[src/rtl/avm_read_timer.sv]
// rtl/avm_read_timer.sv - per-transaction cycle counter with limit detect
module avm_read_timer #(
  parameter int LIMIT = 255,
  parameter int W     = 16
) (
  input  logic clock,
  input  logic reset,
  input  logic clr,
  input  logic inc,
  output logic expired
);

  // expired flags the cycle whose increment would reach LIMIT
  localparam logic [W-1:0] LAST = W'(LIMIT - 1);

  logic [W-1:0] count;

  always_ff @(posedge clock) begin
    if (reset) begin
      count <= '0;
    end else if (clr) begin
      count <= '0;
    end else if (inc) begin
      count <= count + W'(1);
    end
  end

  assign expired = (count >= LAST);

endmodule

[config.mk]
export PLATFORM = sky130hd
export DESIGN_NAME = avm_read_timer
export DESIGN_NICKNAME = d
export VERILOG_FILES = /design/src/rtl/avm_read_timer.sv
export SDC_FILE = /design/constraint.sdc
export NUM_CORES = 1
export LEC_CHECK = 0
export BUFFER_PORTS_ARGS = -buffer_cell sky130_fd_sc_hd__buf_2
export CORE_AREA = 2 2 53 55
export DETAILED_ROUTE_END_ITERATION = 6
export DIE_AREA = 0 0 55 57
export HOLD_SLACK_MARGIN = 0.05
export PLACE_DENSITY = 0.51
export SLEW_MARGIN = 40
export SYNTH_ARGS = -nofsm -noshare
export SYNTH_HDL_FRONTEND = slang
export SYNTH_SLANG_ARGS = --single-unit
[constraint.sdc]
create_clock -name clock -period 2.04 [get_ports clock]
set_input_delay 0.102 -clock clock [delete_from_list [all_inputs] [get_ports clock]]
set_output_delay 0.102 -clock clock [all_outputs]
set_load 0.05 [all_outputs]
== Word-level counts from Yosys, hierarchy flattened ==
Index checks and enable logic that the tools add are counted.

* Flip-flop bits (word level): 16
* Latch bits: 0
* Memory bits (writable): 0
* Memory bits (read-only): 0
* Output and inout bits: 1
* Word-level logic and storage cells: 4
* Memories: 0

* Add/subtract/negate cells: 1
* $mul: 0
* Div/mod/pow operators: 0
* Magnitude comparators: 1
* Eq/ne operators: 0
* Shift operators: 0
* Multiplexer cells: 0
* Bitwise gates (word level): 0
* Reductions and logical operators: 1

{| class="wikitable"
|+ Operators with widths
! kind !! count
|-
| 16-bit by 1-bit adder with 16-bit output, second input constant || 1
|-
| 16-bit by 8-bit greater-or-equal comparator with 1-bit output, second input constant || 1
|-
| 2-bit OR reduction || 1
|}

== Logic depth before layout (Yosys ltp) ==
* Depth in word-level cells: 1
* Gate-level depth with buffers: 5
* Gate-level depth less buffers: 5

== Least setup slack after synthesis ==
No wires, ideal clock.

* Kind: register -> register
* From: register count[1]
* To: register count[14]
* Setup time: 0.128 ns
* Arrival: 1.289 ns
* Slack: 0.623 ns
* Cell stages (with the launch flop): 6
* Period minus slack after synthesis: 1.417 ns
* Cells stage by stage: dfxtp_1 > ha_1 > nand4_1 > nor4_1 > xnor2_1 > nor2_1

* Word-level cells in the longest chain between the ends: 1

{| class="wikitable"
|+ RTL lines
! item !! RTL line !! RTL
|-
| start, declared || 16 || <nowiki>logic [W-1:0] count;</nowiki>
|-
| start signal, assigned || 24 || <nowiki>count <= count + W'(1);</nowiki>
|-
| 16-bit by 1-bit adder with 16-bit output || 24 ||
|}

Every way passes these cells.
A chain may end at the register's enable or synchronous reset.

== Final worst setup path ==
* From: register count[4]
* To: output expired

* Word-level cells in the longest chain between the ends: 1

{| class="wikitable"
|+ RTL lines
! item !! RTL line !! RTL
|-
| 16-bit by 8-bit greater-or-equal comparator with 1-bit output || 28 || <nowiki>assign expired = (count >= LAST);</nowiki>
|-
| end, declared || 10 || <nowiki>output logic expired</nowiki>
|}

Every way passes these cells.

==> reports/summary.md <==
• Min-Delay Path Class: in -> reg
• growth of design area from synthesis to finish: 10.4%
• CTS H-tree depth: 1
• crit-path max cell delay: 430 ps
• count of nets after finishing: 98
• antenna violations before repair: 0
• cell at the root of the clock tree: sky130_fd_sc_hd__clkbuf_4
• startpoint types: register
• pin count of the biggest net entering global routing: 17
• leakage: 0.269 nW
• vias post-DR: 592
• Yosys warning total: 0
• worst endpoint data arrival time: 1530 ps
• Least-Margin Pin Slew: 311 ps
• status: complete, no violations
• fraction of registers with async set/reset: 0%
• number of clock buffers inserted by TritonCTS: 3
• highest achievable clock rate: 611 MHz
• Tcrit/Tclk final: 80.2%
• minimum period implied by the final worst setup slack: 1640 ps
• Max-Slew Margin vs Limit: 79.3%
• number of antenna cells inserted: 0
• number of search-and-repair iterations in the first detailed-routing pass: 4
• overall routed net length: 1380 um
• highest ir drop seen on vdd: 0.000541 V
• mean instance size in the synthesized netlist: 8.59 um2
• top register by number of flip-flops: count
• CTS tree: built
• global placement routability congestion: 0.706
• number of failing hold endpoints at the final stage: 0
• worst hold slack: 76.4 ps
• Buffers & Inverters on Critical Path: 1
• power density normalized to cell area: 659 nW/um2
• RSZ-0062 raised after global routing: false
• number of violations of the max-capacitance limit: 0
• Worst Setup Path Type: reg -> out
• core area: 2620 um2
• Netlist Area Pre-Place: 747 um2
• Setup-failing EPs final: 0
• standard cell area after detailed placement: 788 um2
• hold buffers post-CTS: 0
• cell row count: 19
• total power: 0.544 mW
• Setup Total Neg Slack: 0 ps
• delay-heaviest family, CP: flip-flops
• synthesized instance count: 87
• slowest cell on the critical path: sky130_fd_sc_hd__dfxtp_1
• Top Ports: 5
• violation count after the first detailed-routing iteration: 3
• Final HPWL DP: 938 um
• Most used DFF post-synth: sky130_fd_sc_hd__dfxtp_1
• wire length of the first global-routing pass: 2390 um
• EDFF count, synth: 0
• count of nets left with antenna violations after detail routing: 0
• number of buffers between clock root and the deepest sink: 2
• global route total overflow: 0
• Slew Limit Fails: 0
• max FFs per register: 16
• largest registers: count: 16 flops
• count of distinct cell types in the synthesized netlist: 24
• required time of the worst setup path: 1940 ps
• critical-path cell list: and4_1, o2111ai_1, nand3_1, buf_2
• Total Die Area: 3140 um2
• horizontal die dimension: 55 um
• post-CTS clock slew at the launch and capture registers of the worst setup and hold paths: 100 ps
• detail-routed via count per cell: 4.85
• share of post-route cells with drive strength above 1: 11.0%
• CTS sink count: 16
• total of flip-flops plus latches after synthesis: 16
• DR WL/cell: 11.3 um
• die height: 57 um
• vias in the first global route: 527
• DRC violations left: 0
• cell total after placement: 118
• largest fanout on the critical path: 6
• cell area after layout: 825 um2
• CP Capture Type: primary output
• post-route clock skew: 8.75 ps
• Syn Nets: 93
• aggregate global-route resource usage: 10.2%
• number of standard cells in the final layout excluding fillers: 122
• clock latency reported for the late side of the worst-skew pair: 290 ps
• number of setup buffers added after CTS: 0
• proportion of synthesized chip area in sequential cells: 42.9%
• number of port buffers: 4
• post-cts repair resize count: 0
• effective utilization at floorplan: 28.6%
==> metrics by stage <==
step / utilization, % / worst slack [ps]
3_5_place_dp: 30.1 / 479
5_1_grt: 31.5 / 276
6_report: 31.5 / 404
3_3_place_gp: 30.1 / 547
2_1_floorplan: - / 623
4_1_cts: 31.5 / 391
==> cell type report <==
type                       instances  area [um2]
fill                             290        1790
multi-input combinational         66         405
sequential                        16         320
tap                               31        38.8
clock buffer                       4        36.3
timing repair buffer               4        20.0
inverter                           1        3.75
==> synthesized netlist by cell type (3+ instances only) <==
master,number,share of area (%)
sky130_fd_sc_hd__nand3_1,4,2.7
sky130_fd_sc_hd__a21oi_1,4,2.7
sky130_fd_sc_hd__nor2_1,12,6.0
sky130_fd_sc_hd__nand4_1,5,4.2
sky130_fd_sc_hd__o21ai_0,4,2.7
sky130_fd_sc_hd__nor4_1,3,2.5
sky130_fd_sc_hd__xnor2_1,5,5.9
sky130_fd_sc_hd__dfxtp_1,16,43
sky130_fd_sc_hd__xor2_1,5,5.9
sky130_fd_sc_hd__and4_1,3,3.5
sky130_fd_sc_hd__or3_1,4,3.3
sky130_fd_sc_hd__nand2_1,6,3.0
==> logic make-up (layout without fill, tap and decap cells) <==
kind of cell / count (synthesis) / in the layout / synth area share [%]
AND/OR/NAND/NOR: 43 / 43 / 30.7
flip-flops: 16 / 16 / 42.9
AO/OA/AOI/OAI: 11 / 11 / 8.54
XOR/XNOR: 10 / 10 / 11.7
buffers and inverters: 5 / 9 / 2.85
adder cells (fa/ha/maj): 2 / 2 / 3.35
==> worst reg2reg max path: stages, from the launching register on <==
cell and delay [ps]:
sky130_fd_sc_hd__dfxtp_1 400, sky130_fd_sc_hd__ha_1 190, sky130_fd_sc_hd__nand4_1 270, sky130_fd_sc_hd__nor4_1 400, sky130_fd_sc_hd__xnor2_1 160, sky130_fd_sc_hd__nor2_1 50
==> routing by layer <==
metal / routed length (um) / up-vias / GRT usage [%]
met1: 754 / 261 / 14.8
li1: - / 320 / -
met5: 0 / - / 0
met4: 9 / 0 / 1.05
met3: 75 / 2 / 5.50
met2: 538 / 9 / 13.9
==> where the power goes <==
part           switching (mW)  total (mW)  internal (mW)
clock                   0.103       0.212          0.109
combinational         0.00966      0.0158        0.00616
sequential            0.00221       0.316          0.314
total                   0.115       0.544          0.429
==> final timing paths <==
path	start	endpoint	slack [ps]	cells after the start
worst min-delay path	inc	count[1]$_SDFFE_PP0P_	80	2
worst max-delay path	count[4]$_SDFFE_PP0P_	expired	400	4
worst min register to register	count[15]$_SDFFE_PP0P_	count[15]$_SDFFE_PP0P_	500	2
worst max register to register	count[1]$_SDFFE_PP0P_	count[14]$_SDFFE_PP0P_	480	5
==> layout by cell type (no fill, tap or decap) <==
cell	count
sky130_fd_sc_hd__or4_1	1
sky130_fd_sc_hd__and4_1	3
sky130_fd_sc_hd__nand3_1	4
sky130_fd_sc_hd__xnor2_1	5
sky130_fd_sc_hd__clkbuf_4	3
sky130_fd_sc_hd__nand3_2	1
sky130_fd_sc_hd__or3_1	4
sky130_fd_sc_hd__a21oi_1	4
sky130_fd_sc_hd__nor4_1	3
sky130_fd_sc_hd__or2_2	1
sky130_fd_sc_hd__nor3_1	2
sky130_fd_sc_hd__xor2_1	5
sky130_fd_sc_hd__o211ai_1	1
sky130_fd_sc_hd__clkbuf_8	1
sky130_fd_sc_hd__inv_1	1
sky130_fd_sc_hd__buf_2	4
sky130_fd_sc_hd__and3_1	1
sky130_fd_sc_hd__nand4_1	5
sky130_fd_sc_hd__nand2_1	6
sky130_fd_sc_hd__o2111ai_1	1
sky130_fd_sc_hd__nor2_1	12
sky130_fd_sc_hd__dfxtp_1	16
sky130_fd_sc_hd__ha_1	2
sky130_fd_sc_hd__o21ai_0	4
sky130_fd_sc_hd__a211oi_1	1
(Power assumes the default switching activity.)
